**config.mk**
```make
export PLATFORM = sky130hd
export DESIGN_NAME = speed_timer
export DESIGN_NICKNAME = d
export VERILOG_FILES = /design/src/rtl/speed_timer_pkg.sv /design/src/rtl/speed_period_lut.sv /design/src/rtl/speed_timer.sv
export SDC_FILE = /design/constraint.sdc
export NUM_CORES = 1
export LEC_CHECK = 0
export BUFFER_PORTS_ARGS = -buffer_cell sky130_fd_sc_hd__buf_2
export CAP_MARGIN = 5
export CORE_ASPECT_RATIO = 0.9
export CORE_MARGIN = 2
export CORE_UTILIZATION = 45
export DETAILED_ROUTE_END_ITERATION = 10
export SLEW_MARGIN = 20
export SYNTH_ARGS = -nofsm -noshare
export SYNTH_HDL_FRONTEND = slang
export SYNTH_HIERARCHICAL = 1
export SYNTH_SLANG_ARGS = --single-unit
```
**constraint.sdc**
```tcl
create_clock -name clk -period 3.25 [get_ports clk]
set_input_delay 0.325 -clock clk [delete_from_list [all_inputs] [get_ports clk]]
set_output_delay 0.325 -clock clk [all_outputs]
set_load 0.01 [all_outputs]
```
**src/rtl/speed_timer_pkg.sv**
```systemverilog
// Shared types and default constants for the speed timer and its period lookup.
package speed_timer_pkg;

    localparam int unsigned DEF_CNT_W      = 7;
    localparam int unsigned DEF_NUM_SPEEDS = 4;
    localparam int unsigned DEF_SEL_W      = 2;
    localparam int unsigned DEF_PERIOD_0   = 10;
    localparam int unsigned DEF_PERIOD_1   = 7;
    localparam int unsigned DEF_PERIOD_2   = 4;
    localparam int unsigned DEF_PERIOD_3   = 2;
    localparam int unsigned TOCNT_W        = 8;

    typedef enum logic [1:0] {
        ST_IDLE  = 2'd0,
        ST_RUN   = 2'd1,
        ST_PAUSE = 2'd2,
        ST_DONE  = 2'd3
    } state_e;

endpackage

```
**src/rtl/speed_period_lut.sv**
```systemverilog
// Combinational speed -> period map; zero periods become 1 and unknown speeds use PERIOD_0.
module speed_period_lut import speed_timer_pkg::*; #(
    parameter int unsigned CNT_W      = DEF_CNT_W,
    parameter int unsigned NUM_SPEEDS = DEF_NUM_SPEEDS,
    parameter int unsigned SEL_W      = DEF_SEL_W,
    parameter int unsigned PERIOD_0   = DEF_PERIOD_0,
    parameter int unsigned PERIOD_1   = DEF_PERIOD_1,
    parameter int unsigned PERIOD_2   = DEF_PERIOD_2,
    parameter int unsigned PERIOD_3   = DEF_PERIOD_3
) (
    input  logic [SEL_W-1:0] speed_i,
    output logic [CNT_W-1:0] period_c_o
);

    localparam logic [CNT_W-1:0] P0_RAW = CNT_W'(PERIOD_0);
    localparam logic [CNT_W-1:0] P1_RAW = CNT_W'(PERIOD_1);
    localparam logic [CNT_W-1:0] P2_RAW = CNT_W'(PERIOD_2);
    localparam logic [CNT_W-1:0] P3_RAW = CNT_W'(PERIOD_3);

    // A zero-length period would never reach its terminal count, so it runs as 1.
    localparam logic [CNT_W-1:0] P0 = (P0_RAW == '0) ? CNT_W'(1) : P0_RAW;
    localparam logic [CNT_W-1:0] P1 = (P1_RAW == '0) ? CNT_W'(1) : P1_RAW;
    localparam logic [CNT_W-1:0] P2 = (P2_RAW == '0) ? CNT_W'(1) : P2_RAW;
    localparam logic [CNT_W-1:0] P3 = (P3_RAW == '0) ? CNT_W'(1) : P3_RAW;

    logic [31:0] sel_wide;

    always_comb begin
        sel_wide   = 32'(speed_i);
        period_c_o = P0;
        if (sel_wide < NUM_SPEEDS) begin
            case (sel_wide)
                32'd1:   period_c_o = P1;
                32'd2:   period_c_o = P2;
                32'd3:   period_c_o = P3;
                default: period_c_o = P0;
            endcase
        end
    end

endmodule

```
**src/rtl/speed_timer.sv**
```systemverilog
// Tick-driven interval timer with pause, restart, one-shot and boundary-latched speed.
// Optional SPEED_TIMER_TOCNT_EN adds a saturating timeout counter output (to_count).
module speed_timer import speed_timer_pkg::*; #(
    parameter int unsigned CNT_W      = DEF_CNT_W,
    parameter int unsigned NUM_SPEEDS = DEF_NUM_SPEEDS,
    parameter int unsigned SEL_W      = DEF_SEL_W,
    parameter int unsigned PERIOD_0   = DEF_PERIOD_0,
    parameter int unsigned PERIOD_1   = DEF_PERIOD_1,
    parameter int unsigned PERIOD_2   = DEF_PERIOD_2,
    parameter int unsigned PERIOD_3   = DEF_PERIOD_3
) (
    input  logic             clk,
    input  logic             rst,
    input  logic             enable,
    input  logic             tick,
    input  logic [SEL_W-1:0] speed,
    input  logic             oneshot,
    input  logic             restart,
    output logic             timeout,
    output logic [CNT_W-1:0] count,
    output logic             running,
    output logic             done
`ifdef SPEED_TIMER_TOCNT_EN
   ,output logic [TOCNT_W-1:0] to_count
`endif
);

    localparam logic [CNT_W-1:0] P0_RAW     = CNT_W'(PERIOD_0);
    localparam logic [CNT_W-1:0] PERIOD_RST = (P0_RAW == '0) ? CNT_W'(1) : P0_RAW;

    state_e           state_q, state_d;
    logic [CNT_W-1:0] count_q, count_d;
    logic [CNT_W-1:0] period_q, period_d;
    logic             oneshot_q, oneshot_d;
    logic             timeout_q, timeout_d;
    logic             running_q, done_q;
    logic             restart_hit;
    logic [CNT_W-1:0] lut_period;

    speed_period_lut #(
        .CNT_W      (CNT_W),
        .NUM_SPEEDS (NUM_SPEEDS),
        .SEL_W      (SEL_W),
        .PERIOD_0   (PERIOD_0),
        .PERIOD_1   (PERIOD_1),
        .PERIOD_2   (PERIOD_2),
        .PERIOD_3   (PERIOD_3)
    ) u_lut (
        .speed_i    (speed),
        .period_c_o (lut_period)
    );

    // Next-state: restart outranks everything except IDLE, where it is ignored.
    always_comb begin
        state_d     = state_q;
        count_d     = count_q;
        period_d    = period_q;
        oneshot_d   = oneshot_q;
        timeout_d   = 1'b0;
        restart_hit = restart && (state_q != ST_IDLE);

        if (restart_hit) begin
            count_d  = '0;
            period_d = lut_period;
            state_d  = enable ? ST_RUN : ST_PAUSE;
        end else begin
            case (state_q)
                ST_IDLE: begin
                    if (enable) begin
                        state_d   = ST_RUN;
                        count_d   = '0;
                        period_d  = lut_period;
                        oneshot_d = oneshot;
                    end
                end
                ST_RUN: begin
                    if (!enable) begin
                        state_d = ST_PAUSE;
                    end else if (tick) begin
                        if (count_q == period_q - CNT_W'(1)) begin
                            count_d   = '0;
                            timeout_d = 1'b1;
                            period_d  = lut_period;
                            if (oneshot_q) begin
                                state_d = ST_DONE;
                            end
                        end else begin
                            count_d = count_q + CNT_W'(1);
                        end
                    end
                end
                ST_PAUSE: begin
                    if (enable) begin
                        state_d = ST_RUN;
                    end
                end
                ST_DONE: begin
                    count_d = '0;
                    if (!enable) begin
                        state_d = ST_IDLE;
                    end
                end
                default: begin
                    state_d = ST_IDLE;
                    count_d = '0;
                end
            endcase
        end
    end

    always_ff @(posedge clk or negedge rst) begin
        if (!rst) begin
            state_q   <= ST_IDLE;
            count_q   <= '0;
            period_q  <= PERIOD_RST;
            oneshot_q <= 1'b0;
            timeout_q <= 1'b0;
            running_q <= 1'b0;
            done_q    <= 1'b0;
        end else begin
            state_q   <= state_d;
            count_q   <= count_d;
            period_q  <= period_d;
            oneshot_q <= oneshot_d;
            timeout_q <= timeout_d;
            running_q <= (state_d == ST_RUN);
            done_q    <= (state_d == ST_DONE);
        end
    end

    assign timeout = timeout_q;
    assign count   = count_q;
    assign running = running_q;
    assign done    = done_q;

`ifdef SPEED_TIMER_TOCNT_EN
    logic [TOCNT_W-1:0] to_cnt_q;

    // Timeouts since reset or an effective restart, sticking at all-ones.
    always_ff @(posedge clk or negedge rst) begin
        if (!rst) begin
            to_cnt_q <= '0;
        end else if (restart_hit) begin
            to_cnt_q <= '0;
        end else if (timeout_d && (to_cnt_q != {TOCNT_W{1'b1}})) begin
            to_cnt_q <= to_cnt_q + TOCNT_W'(1);
        end
    end

    assign to_count = to_cnt_q;
`endif

endmodule
```
---- Word level (Yosys, flattened, before mapping) ----
Cells that the tools add are included.
word-level totals
  register bits ........................... 20
  latch bits .............................. 0
  memory bits (writable) .................. 0
  memory bits (read-only) ................. 0
  input bits .............................. 8
  output and inout bits ................... 10
  word-level logic and storage cells ...... 59
  memories ................................ 0
cells by class
  add/subtract/negate cells ............... 2
  $mul .................................... 0
  div/mod/pow operators ................... 0
  magnitude comparators ................... 0
  equality and inequality tests ........... 13
  shift-type cells ........................ 0
  mux-type cells .......................... 27
  bitwise gates (word level) .............. 1
  reduce and logical (&&, ||, !) cells .... 9
operators by type and width
  operator                                                                number
  7-bit 2-to-1 mux                                                        10
  7-bit one-hot mux with 3 select lines                                   1
  2-bit 2-to-1 mux                                                        8
  7-bit one-hot mux with 2 select lines                                   1
  3-bit inequality test (second input constant)                           4
  4-bit one-hot mux with 3 select lines                                   1
  2-bit equality test (second input constant)                             5
  7-bit by 1-bit adder with 7-bit output (second input constant)          1
  7-bit equality test                                                     1
  7-bit by 1-bit subtractor with 7-bit output (second input constant)     1
  2-bit by 1-bit equality test with 1-bit output (second input constant)  3
  2-bit one-hot mux with 3 select lines                                   1
  1-bit 2-to-1 mux                                                        5
  5-bit AND reduction                                                     1
  4-bit AND reduction                                                     1
  4-bit nonzero test                                                      1
  3-bit AND reduction                                                     1
  3-bit nonzero test                                                      1
  2-bit logical NOT                                                       1
  2-bit nonzero test                                                      1
  2-bit OR reduction                                                      1
  1-bit logical AND                                                       1
  1-bit inverter                                                          1

---- Depth between registers and ports, before layout ----
Gate-level depths: netlist of the first run.
  word-level depth ........................ 8
  mapped depth ............................ 8
  depth with buffers taken out ............ 8

---- By module ----
The synthesis of the first run kept the hierarchy.
modules (own cells, without submodules)
  module            times used  cells each  area an instance (um2)  sequential area each (um2)
  speed_timer       1           125         1222.4                  503.0
  speed_period_lut  1           10          75.1                    0.0

---- Worst setup path after synthesis of the first run ----
No wires, ideal clock.
  kind .................................... register to register
  start point ............................. register period_q[1]
  end point ............................... register period_q[0]
  setup time .............................. 0.125 ns
  data arrival time ....................... 2.282 ns
  required time ........................... 3.125 ns
  path slack .............................. 0.843 ns
  stages on the path, launching flop included .. 8
  path buffers ............................ 0
  clock period less this slack ............ 2.407 ns
  path through ............................ dfstp_2 -> inv_1 -> ha_1 -> nor4b_1 -> o31ai_1 -> a2111oi_4 -> o21ai_4 -> mux2_4
on the way
  longest elaborated chain between the ends .. 4
RTL lines
  element                                      RTL line            text
  from (decl)                                  speed_timer.sv:33   logic [CNT_W-1:0] period_q, period_d;
  from (signal assigned)                       speed_timer.sv:123  period_q <= period_d;
  7-bit by 1-bit subtractor with 7-bit output  speed_timer.sv:80   if (count_q == period_q - CNT_W'(1)) begin
  7-bit equality test                          speed_timer.sv:80
  3-bit inequality test (no line)              n/a
  5-bit AND reduction (no line)                n/a
Every way passes these cells.
A chain may end at the register's enable or synchronous reset.

---- Final worst setup path of the first run ----
  start point ............................. register period_q[1]
  end point ............................... register period_q[5]
Same word-level chain as after synthesis.

==> impl_summary.txt, run 1 <==
----------------------------------------------------
[GRT]
  GR met3 Demand/Resource ... 0.0419
  Layer with the highest usage after global routing ... met2
  GRT Util Overall ... 0.170
  Maximum number of pins on one net before global-route repair ... 21
  Vias in the first global route ... between 900 and 1000
  Met2 Use GR ... 0.283
  GR Layer Usage met1 ... 0.228
  Antenna violations before repair ... 0
  Leftover overflow at the end of global routing ... 0
  Global-route wire length before repair ... 4170 um

[Clocking]
  Hold buffer count at cts ... 1
  Clock latency of the later-clocked register in the worst-skew pair ... 0.30 ns
  Number of buffers between clock root and the deepest sink ... 2
  CTS Buf Count ... 3
  Htree depth ... 1
  Number of cells upsized or downsized after cts ... 0
  Root cell of the clock tree ... sky130_fd_sc_hd__clkbuf_4
  Number of post-CTS setup repair buffers ... 0
  Clock-pin slew on the worst setup and hold paths ... between 0.1 and 0.15 ns
  Clock net sink count ... 20
  TritonCTS clock tree ... done

[Routing]
  Via count ... between 1000 and 1500
  Mean number of vias per cell ... 5.24
  Antenna violation net count after detailed routing ... 0
  Initial DRC count ... 46
  First-pass DRT Iterations ... 4
  Number of DRC violations after detailed routing ... 0
  Routed Wire Length ... 2430 um
  WL/cell ... about 13 um

[Power and ir drop]
  Ratio of total power to cell area ... a little over 400 nW/um^2
  Leakage power ... 0.678 nW
  Peak supply drop ... 0.230 mV

[Yosys]
  Library cells used by synthesis ... 40
  Synthesized area divided by synthesized cell count ... 9.61 um^2
  Synth Cell Area ... 1300 um^2
  Post-synthesis sequential area ratio ... 0.388
  Yosys warnings ... 6
  Post-Synthesis Cells ... between 100 and 150
  Total of flip-flops plus latches after synthesis ... 20

[Floorplanning]
  Initial Util ... 0.472
  DIE WIDTH ... 60.6 um
  Area inside the core boundary ... between 2000 and 3000 um^2
  Standard-cell row count ... 18
  Die area ... 3330 um^2
  Total I/O pin count ... 18
  Die height ... between 50 and 60 um

[Hold path]
  Hold WC Path Type ... input port to flop

[Place]
  Placed cell count ... roughly 190
  Count of buffers inserted at the top-level ports ... 17
  DP HPWL ... roughly 1900 um
  Instance area at placement ... 1400 um^2
  Final weighted congestion of routability-driven global placement ... between 0.8 and 0.9

[Outcome]
  Result of the run ... finished clean

[Final layout]
  Final instance area ... ~1400 um^2
  Antenna diode count ... 0
  Area overhead of the layout relative to synthesis ... 11.6%
  Final net count ... 166
  Share of cells above drive strength 1 ... 0.217
  Non-Filler Instances ... 192

[Timing]
  Final Slew Violations ... 0
  Total setup violations reported at the end of the flow ... 0
  Final period demand of the worst path ... roughly 2.7 ns
  Relative max-transition margin ... 0.548
  Worst clock skew ... 0.00338 ns
  Endpoints failing hold ... 0
  Setup TNS Final ... 0 ns
  Unrepaired setup endpoints after global routing ... false
  Worst slew pin tran ... 0.678 ns
  Final period util ... 0.820
  Max frequency ... around 0.38 GHz

[Worst setup path]
  Critical path buffers and inverters ... 1
  Worst setup SP type ... flop
  Kind of cell adding the most delay to the critical path ... compound AO/OA/AOI/OAI gates
  Required arrival time at the worst endpoint ... approximately 3.4 ns
  Kind of critical path ... flop to flop
  Worst path arrival time ... between 2 and 3 ns
  Critical Path Source ... period_q[1]
  Slowest Stage Delay on Critical Path ... ~0.71 ns
  Critical path destination ... period_q[5]
  Number of stages on the worst setup path ... 7
  Reg2reg end ... period_q[5]
  Critical-path cell list ... inv_1, ha_1, nor4b_1, o31ai_1, a2111oi_4, o21ai_4, mux2_4
  Worst reg-to-reg setup slack ... between 0.5 and 0.6 ns
  R2r startpoint ... period_q[1]
  Kind of capture point of the worst setup path ... flop
  Reg2Reg Depth ... 7
  CP max FO ... 10
  CP max-delay cell ... sky130_fd_sc_hd__a2111oi_4

[Job]
  Number of max-cap violations ... 0

----------------------------------------------------
logic make-up after synthesis:
family,synth area share
fa+ha+maj,0.0482
flops,0.388
compound gates,0.148
mux,0.105
xor+xnor,0.0405
simple gates,0.221
buf+inv,0.0472
other cells,0.00289
sequential cells by signal, indices dropped and copies added (netlist names):
signal	cells
count	7
done	1
oneshot_q	1
period_q	7
running	1
state_q	2
timeout	1
where the power goes:
group / switching (mW) / internal [mW]
Sequential: 0.0301 / 0.275
Combinational: 0.0763 / 0.0735
Clock: 0.0735 / 0.0683
Total: 0.180 / 0.417
worst min path at each step:
| stage | from | cells past startpoint | end | slack [ns] |
|---|---|---|---|---|
| 6_report | enable | 1 | state_q[0] | 0.21 |
| 5_1_grt | enable | 1 | state_q[0] | 0.18 |
| 4_1_cts | enable | 1 | state_q[0] | 0.19 |
| 3_5_place_dp | rst | 1 | state_q[0] | 0.30 |
| 3_3_place_gp | rst | 1 | state_q[0] | 0.29 |
| 2_1_floorplan | rst | 0 | count[0] | 0.03 |
cells in the final DEF, fill, tap and decap left out, types with 3 or more instances in the layout:
cell / Yosys / routed
sky130_fd_sc_hd__nand3_1: 6 / 6
sky130_fd_sc_hd__xor2_1: 4 / 4
sky130_fd_sc_hd__nor3_1: 4 / 4
sky130_fd_sc_hd__dfrtp_1: 18 / 18
sky130_fd_sc_hd__o21ai_0: 8 / 8
sky130_fd_sc_hd__nor2_1: 14 / 14
sky130_fd_sc_hd__a21oi_1: 4 / 4
sky130_fd_sc_hd__conb_1: 1 / 3
sky130_fd_sc_hd__nand2_1: 11 / 11
sky130_fd_sc_hd__ha_1: 5 / 5
sky130_fd_sc_hd__nand2b_1: 7 / 7
sky130_fd_sc_hd__clkbuf_4: 0 / 3
sky130_fd_sc_hd__mux2_4: 7 / 7
sky130_fd_sc_hd__inv_1: 6 / 6
sky130_fd_sc_hd__buf_2: 1 / 17
sky130_fd_sc_hd__a21o_1: 3 / 3
per-layer routing:
layer,routed length (um),up-vias
li1,-,505
met2,1120,17
met5,0,-
met4,12,0
met1,1220,482
met3,79,2
synth_stat cells (all sizes together):
master	number	area, um^2
o211ai	1	7.51
o31ai	1	7.51
xnor2	2	17.5
nor3b	1	7.51
o41a	1	11.3
o31a	1	8.76
and2	1	6.26
and3	1	6.26
inv	6	22.5
mux2i	2	20.0
dfrtp	18	450
nor4b	2	17.5
dfstp	2	52.6
or3	1	6.26
a21boi	1	7.51
o21ai	9	56.3
nor2b	2	12.5
conb	1	3.75
ha	5	62.6
buf	4	27.5
nand3	6	30.0
and4	1	8.76
mux2	8	116
clkbuf	3	11.3
a21oi	4	20.0
a21o	3	22.5
nand2b	7	43.8
xor2	4	35.0
a2111oi	1	27.5
nor2	14	52.6
a31oi	2	12.5
nor4	1	6.26
or4	2	15.0
and4bb	1	12.5
a221o	1	10.0
nor3	4	20.0
nand2	11	41.3
stage by stage:
| step | total power, mW | utilization | setup slack [ns] | hold slack (ns) |
|---|---|---|---|---|
| detailed placement | 0.461 | 0.510 | 0.611 | 0.297 |
| global route | 0.639 | 0.527 | 0.405 | 0.184 |
| finish | 0.597 | 0.527 | 0.586 | 0.207 |
| CTS | 0.608 | 0.527 | 0.595 | 0.194 |
| floorplan | 0.423 | - | 0.843 | 0.0294 |
| global placement | 0.455 | 0.510 | 0.703 | 0.289 |
final cells by class:
cell class | instances | area (um^2)
clock buffer | 4 | 36.3
timing repair buffer | 18 | 95.1
sequential | 20 | 503
inverter | 6 | 22.5
fill | 247 | 1300
tap | 40 | 50.0
multi-input combinational | 104 | 741
Note: power is estimated with default switching activity, not from simulation.
==> run 2: changes to the inputs <==
- ABC_AREA: default -> 1
- PLACE_DENSITY: default -> 0.67
- clock period: 3.25 -> 2.2 ns (I/O delays scaled with it)
==> impl_summary.txt, run 2 <==
----------------------------------------------------
[Outcome]
  Result of the run ... finished clean

[Yosys]
  Largest cells by area after synthesis ... sky130_fd_sc_hd__dfrtp_1 34%, sky130_fd_sc_hd__nand2_1 12%, sky130_fd_sc_hd__inv_1 6.8%
  Most used standard cells in the synthesized netlist ... 43 x sky130_fd_sc_hd__nand2_1, 24 x sky130_fd_sc_hd__inv_1, 19 x sky130_fd_sc_hd__nor2_1
  Cell type contributing the most total cell area after synthesis ... sky130_fd_sc_hd__dfrtp_1
  Library cells used by synthesis ... 31
  Synthesized area divided by synthesized cell count ... 7.56 um^2
  Post-synthesis sequential area ratio ... 0.380
  EDFF count, synth ... 0
  Area share of the largest cell type after synthesis ... 0.341
  Leading cell type by number of instances after synthesis ... sky130_fd_sc_hd__nand2_1
  Synth Cell Area ... roughly 1300 um^2
  Total of flip-flops plus latches after synthesis ... 20
  Async S/R FF share, synth ... 1.00
  Most instantiated flip-flop cell in the synthesis netlist ... sky130_fd_sc_hd__dfrtp_1
  Post-Synthesis Cells ... between 150 and 200
  Yosys warnings ... 6

[Routing]
  Initial DRC count ... between 40 and 50
  Number of DRC violations after detailed routing ... 0
  Via count ... 1098
  First-pass DRT Iterations ... 5
  Mean number of vias per cell ... roughly 4.7
  Antenna violation net count after detailed routing ... 0
  WL/cell ... between 10 and 15 um
  Routed Wire Length ... 2600 um

[Clocking]
  Htree depth ... 1
  CTS Buf Count ... 3
  Clock latency of the later-clocked register in the worst-skew pair ... between 0.3 and 0.4 ns
  Clock net sink count ... 20
  Clock-pin slew on the worst setup and hold paths ... approximately 0.12 ns
  Number of buffers between clock root and the deepest sink ... 2
  TritonCTS clock tree ... done
  Root cell of the clock tree ... sky130_fd_sc_hd__clkbuf_4

[Floorplanning]
  Die area ... 3390 um^2
  Total I/O pin count ... 18
  DIE WIDTH ... 61.1 um
  Standard-cell row count ... 18
  Area inside the core boundary ... around 2800 um^2
  Initial Util ... 0.477
  Die height ... 55.4 um

[Job]
  Number of max-cap violations ... 0

[Worst setup path]
  Kind of capture point of the worst setup path ... flop
  Critical-path cell list ... inv_1, ha_1, nand2_1, inv_1, nor2_1, nand2_1, nor2_2, nand3_2, nor2_4, nor2_4, inv_4, nand2_8, nor2_1, a21oi_2
  Worst setup SP type ... flop
  Critical path buffers and inverters ... 3
  Worst path arrival time ... between 2 and 2.5 ns
  CP max-delay cell ... sky130_fd_sc_hd__dfstp_2
  CP max FO ... 13
  Slowest Stage Delay on Critical Path ... 0.55 ns
  Required arrival time at the worst endpoint ... 2.42 ns
  Kind of cell adding the most delay to the critical path ... simple AND/OR/NAND/NOR gates
  Kind of critical path ... flop to flop

[Power and ir drop]
  Total power ... 982 uW
  Ratio of total power to cell area ... ~660 nW/um^2
  Peak supply drop ... ~0.35 mV
  Leakage power ... 0.765 nW

[GRT]
  Maximum number of pins on one net before global-route repair ... 21
  Global-route wire length before repair ... ~4600 um
  Leftover overflow at the end of global routing ... 0
  Antenna violations before repair ... 0
  Vias in the first global route ... between 1000 and 1500
  GRT Util Overall ... 0.180

[Timing]
  Total setup violations reported at the end of the flow ... 0
  Endpoints failing hold ... 0
  Worst clock skew ... a little under 0.008 ns
  Setup TNS Final ... 0 ns
  Final period util ... 0.905
  Max frequency ... ~0.50 GHz
  Worst hold slack across all endpoints ... ~0.088 ns
  Final Slew Violations ... 0
  Final period demand of the worst path ... 1.99 ns
  Unrepaired setup endpoints after global routing ... false

[Final layout]
  Antenna diode count ... 0
  Commonest cells after routing, fill and taps aside ... 43 x sky130_fd_sc_hd__nand2_1, 24 x sky130_fd_sc_hd__inv_1, 18 x sky130_fd_sc_hd__dfrtp_1
  Most common cell after layout, fill and taps aside ... sky130_fd_sc_hd__nand2_1
  Area overhead of the layout relative to synthesis ... 11.8%
  Final net count ... approximately 210
  Post-layout util ... 0.534
  Share of cells above drive strength 1 ... 0.278

[Place]
  Final weighted congestion of routability-driven global placement ... 0.834
  DP HPWL ... just under 2000 um
  Count of buffers inserted at the top-level ports ... 17

[Hold path]
  Hold WC Path Type ... input port to flop

----------------------------------------------------
==> run 2: cell count changes after synthesis, moves of 4 or more <==
cell                       before  now
sky130_fd_sc_hd__nand2_2        0    4
sky130_fd_sc_hd__inv_1          6   24
sky130_fd_sc_hd__nand2b_1       7    0
sky130_fd_sc_hd__nor2_1        14   19
sky130_fd_sc_hd__mux2_4         7    0
sky130_fd_sc_hd__nor2_2         0    6
sky130_fd_sc_hd__nand2_1       11   43
sky130_fd_sc_hd__o21ai_0        8    2
sky130_fd_sc_hd__nand3_1        6   10
sky130_fd_sc_hd__a21oi_2        0    7
sky130_fd_sc_hd__inv_2          0    4
==> run 2: power breakdown <==
part / internal [mW] / switching, mW
Sequential: 0.420 / 0.0406
Combinational: 0.117 / 0.214
Clock: 0.0709 / 0.120
==> run 2: path summary, 6_finish.rpt <==
path                        startpoint           to  slack, ns  depth (start not counted)
max reg2reg                period_q[1]  period_q[0]       0.21                         14
max                        period_q[1]  period_q[0]       0.21                         14
max in group asynchronous          rst  period_q[3]       1.48                          2
min reg2reg                period_q[1]  period_q[1]       0.51                          2
min in group asynchronous          rst    oneshot_q       0.37                          2
min                             enable   state_q[0]       0.09                          1
==> run 2: cell type report <==
type	instances	area, um^2
clock buffers	4	26.3
fillers	290	1290
inverters	29	111
multi-input cells	123	693
flip-flops and latches	20	503
well taps	40	50.0
repair buffers	18	95.1
==> run 2: metal layers <==
layer,global-route usage,share of wire
met5,0,0
met4,0.0870,0.022
met3,0.0234,0.050
met2,0.266,0.43
met1,0.253,0.49
==> run 2: what timing repair did <==
item / in CTS / in global routing
setup buffers: 0 / 0
hold buffers: 1 / 0
endpoints found under the setup margin: 0 / 11
gates resized for setup: 0 / 4
hold endpoints to repair: 18 / 0
==> run 2: kinds of logic (layout without fill, tap and decap cells) <==
| kind of cell | count (synthesis) | count (layout) | share of synthesized area |
|---|---|---|---|
| simple gates | 94 | 94 | 0.336 |
| buf+inv | 34 | 51 | 0.114 |
| flops | 20 | 20 | 0.380 |
| compound gates | 18 | 18 | 0.0984 |
| fa+ha+maj | 5 | 5 | 0.0473 |
| xor+xnor | 2 | 2 | 0.0132 |
| other cells | 1 | 3 | 0.00284 |
| mux | 1 | 1 | 0.00851 |
==> run 2: metrics by stage <==
| step | worst slack (ns) | area (um^2) | instances |
|---|---|---|---|
| floorplan | 0.270 | 1330 | 177 |
| global placement | 0.201 | 1430 | 229 |
| detailed placement | 0.160 | 1430 | 229 |
| CTS | 0.131 | 1460 | 234 |
| global route | 0.0111 | 1480 | 234 |
| finish | 0.208 | 1480 | 234 |
==> run 3: changes to the inputs <==
--- a/config.mk
+++ b/config.mk
@@ -7,4 +7,5 @@
 export LEC_CHECK = 0
 export ABC_AREA = 1
+export ABC_CLOCK_PERIOD_IN_PS = 2200
 export BUFFER_PORTS_ARGS = -buffer_cell sky130_fd_sc_hd__buf_2
 export CAP_MARGIN = 5
@@ -13,8 +14,7 @@
 export CORE_UTILIZATION = 45
 export DETAILED_ROUTE_END_ITERATION = 10
-export PLACE_DENSITY = 0.67
+export PLACE_DENSITY = 0.69
 export SLEW_MARGIN = 20
 export SYNTH_ARGS = -nofsm -noshare
 export SYNTH_HDL_FRONTEND = slang
-export SYNTH_HIERARCHICAL = 1
 export SYNTH_SLANG_ARGS = --single-unit
==> constraint.sdc (replaced) <==
create_clock -name clk -period 2.2 [get_ports clk]
set_input_delay 0.22 -clock clk [delete_from_list [all_inputs] [get_ports clk]]
set_output_delay 0.22 -clock clk [all_outputs]
set_load 0.1 [all_outputs]
==> impl_summary.txt, run 3 <==
----------------------------------------------------
[Yosys]
  Library cells used by synthesis ... 28
  Most used standard cells in the synthesized netlist ... 28 x sky130_fd_sc_hd__nand2_1, 21 x sky130_fd_sc_hd__inv_1, 15 x sky130_fd_sc_hd__dfrtp_1
  Synthesized area divided by synthesized cell count ... between 7 and 8 um^2
  Area share of the largest cell type after synthesis ... 0.350
  Total of flip-flops plus latches after synthesis ... 17
  Cell type contributing the most total cell area after synthesis ... sky130_fd_sc_hd__dfrtp_1
  Post-Synthesis Cells ... approximately 140
  Most instantiated flip-flop cell in the synthesis netlist ... sky130_fd_sc_hd__dfrtp_1
  Async S/R FF share, synth ... 1.00
  Leading cell type by number of instances after synthesis ... sky130_fd_sc_hd__nand2_1
  Yosys warnings ... 0
  Net count after synthesis ... 151
  Post-synthesis sequential area ratio ... 0.399
  Largest cells by area after synthesis ... sky130_fd_sc_hd__dfrtp_1 35%, sky130_fd_sc_hd__nand2_1 9.8%, sky130_fd_sc_hd__inv_1 7.4%
  Synth Cell Area ... approximately 1100 um^2
  EDFF count, synth ... 0

[Routing]
  Number of DRC violations after detailed routing ... 0
  Antenna violation net count after detailed routing ... 0
  Routed Wire Length ... between 2000 and 2500 um
  Mean number of vias per cell ... 4.94
  WL/cell ... ~11 um
  Initial DRC count ... 36
  Via count ... just over 900
  First-pass DRT Iterations ... 4

[Worst setup path]
  Critical path buffers and inverters ... 3
  Kind of capture point of the worst setup path ... flop
  Slowest Stage Delay on Critical Path ... between 0.5 and 0.6 ns
  Worst path arrival time ... between 2 and 2.5 ns
  Critical-path cell list ... inv_1, ha_1, or2_2, nand3_1, nand3b_1, nor2_1, inv_1, nand2_2, inv_2, nor2_2, nor2_1
  CP max-delay cell ... sky130_fd_sc_hd__dfstp_2
  CP max FO ... 5
  Worst setup SP type ... flop
  Kind of critical path ... flop to flop
  Required arrival time at the worst endpoint ... 2.37 ns
  Kind of cell adding the most delay to the critical path ... simple AND/OR/NAND/NOR gates

[Floorplanning]
  Total I/O pin count ... 18
  DIE WIDTH ... around 55 um
  Initial Util ... 0.483
  Die height ... approximately 50 um
  Die area ... 2790 um^2
  Area inside the core boundary ... approximately 2200 um^2
  Standard-cell row count ... 16

[GRT]
  Antenna violations before repair ... 0
  GRT Util Overall ... 0.165
  Maximum number of pins on one net before global-route repair ... 18
  Global-route wire length before repair ... roughly 3600 um
  Leftover overflow at the end of global routing ... 0
  Vias in the first global route ... around 870

[Final layout]
  Most common cell after layout, fill and taps aside ... sky130_fd_sc_hd__nand2_1
  Commonest cells after routing, fill and taps aside ... 28 x sky130_fd_sc_hd__nand2_1, 21 x sky130_fd_sc_hd__inv_1, 17 x sky130_fd_sc_hd__buf_2
  Final net count ... approximately 170
  Antenna diode count ... 0
  Share of cells above drive strength 1 ... 0.253
  Final instance area ... 1220 um^2
  Flip-flop count of the largest register after layout ... 7
  Post-layout util ... 0.548
  Area overhead of the layout relative to synthesis ... 13.7%

[Clocking]
  CTS Buf Count ... 3
  Htree depth ... 1
  Clock net sink count ... 17
  Clock latency of the later-clocked register in the worst-skew pair ... around 0.29 ns
  Number of post-CTS setup repair buffers ... 0
  Root cell of the clock tree ... sky130_fd_sc_hd__clkbuf_4
  Clock-pin slew on the worst setup and hold paths ... 0.10 ns
  TritonCTS clock tree ... done
  Hold buffer count at cts ... 1
  Number of cells upsized or downsized after cts ... 0
  Number of buffers between clock root and the deepest sink ... 2

[Outcome]
  Result of the run ... finished clean

[Hold path]
  Hold WC Path Type ... input port to flop

[Power and ir drop]
  Internal power summed over all cells ... approximately 530 uW
  Peak supply drop ... 0.397 mV
  Leakage power ... about 0.65 nW
  Ratio of total power to cell area ... roughly 720 nW/um^2
  Sequential cell fraction of total power ... 0.441
  Switch Pwr ... roughly 340 uW
  Proportion of power drawn by combinational gates ... 0.373
  Clk network pwr share ... 0.186
  Switch share ... 0.394

[Place]
  Count of buffers inserted at the top-level ports ... 17
  DP HPWL ... around 1600 um
  Instance area at placement ... ~1200 um^2
  Final weighted congestion of routability-driven global placement ... 0.880
  Pre-CTS worst setup slack ... ~0.22 ns

[Timing]
  Worst slew pin tran ... about 0.5 ns
  Final period util ... 0.915
  Final period demand of the worst path ... around 2.0 ns
  Smallest setup slack after layout ... around 0.19 ns
  Total setup violations reported at the end of the flow ... 0
  Final Slew Violations ... 0
  Unrepaired setup endpoints after global routing ... false
  Relative max-transition margin ... 0.678
  Setup TNS Final ... 0 ns
  Worst clock skew ... 0.00550 ns
  Max frequency ... between 0.4 and 0.5 GHz
  Endpoints failing hold ... 0

[Job]
  Number of max-cap violations ... 0

----------------------------------------------------
## run 3: cell types whose count changed after synthesis, moves of 2 or more
| cell | previous run | this run |
|---|---|---|
| sky130_fd_sc_hd__nand2_1 | 43 | 28 |
| sky130_fd_sc_hd__nor2_1 | 19 | 9 |
| sky130_fd_sc_hd__a21oi_2 | 7 | 0 |
| sky130_fd_sc_hd__a21oi_1 | 6 | 9 |
| sky130_fd_sc_hd__buf_4 | 3 | 0 |
| sky130_fd_sc_hd__dfrtp_1 | 18 | 15 |
| sky130_fd_sc_hd__inv_1 | 24 | 21 |
| sky130_fd_sc_hd__nand3_1 | 10 | 12 |
| sky130_fd_sc_hd__nor2_2 | 6 | 4 |
| sky130_fd_sc_hd__nor2_4 | 2 | 0 |
## run 3: final cells by class
| class | instances | area, um^2 |
|---|---|---|
| fillers | 207 | 1000 |
| multi-input cells | 93 | 538 |
| flip-flops and latches | 17 | 428 |
| inverters | 26 | 97.6 |
| repair buffers | 18 | 95.1 |
| well taps | 27 | 33.8 |
| clock buffers | 4 | 26.3 |
## run 3: cells by family after synthesis
logic type / share of synthesized area
AO/OA/AOI/OAI: 0.0875
XOR/XNOR: 0.0163
adder cells (fa/ha/maj): 0.0583
buffers and inverters: 0.0992
flip-flops: 0.399
multiplexers: 0.0105
AND/OR/NAND/NOR: 0.329
## run 3: power by group through the flow
stage                     sequential, mW  combinational, mW  clock [mW]
after floorplan                    0.443              0.206           0
after global placement             0.392              0.315           0
after detailed placement           0.392              0.325           0
after CTS                          0.386              0.328       0.169
final                              0.386              0.326       0.163
after global routing               0.393              0.367       0.183
## run 3: metal layers
layer	GRT usage	vias to the layer above	share of wire
met2	0.272	16	0.45
met4	0.0244	0	0.0039
met1	0.221	420	0.51
met3	0.0464	2	0.036
li1	-	475	-
met5	0	-	0
## run 3: path summary, 6_finish.rpt
kind,depth (start not counted),start,slack [ns],end
max in group asynchronous,2,rst,1.51,period_q[3]
max,11,period_q[1],0.19,count[6]
min in group asynchronous,2,rst,0.37,period_q[2]
min,1,enable,0.12,state_q[0]
max reg2reg,11,period_q[1],0.19,count[6]
min reg2reg,2,period_q[1],0.50,period_q[1]
## run 3: metrics by stage
step | power, mW | hold WS, ns | cells
3_3_place_gp | 0.707 | 0.162 | 180
3_5_place_dp | 0.718 | 0.163 | 180
4_1_cts | 0.883 | 0.115 | 185
5_1_grt | 0.943 | 0.110 | 185
6_report | 0.875 | 0.122 | 185
2_1_floorplan | 0.649 | -0.0756 | 138
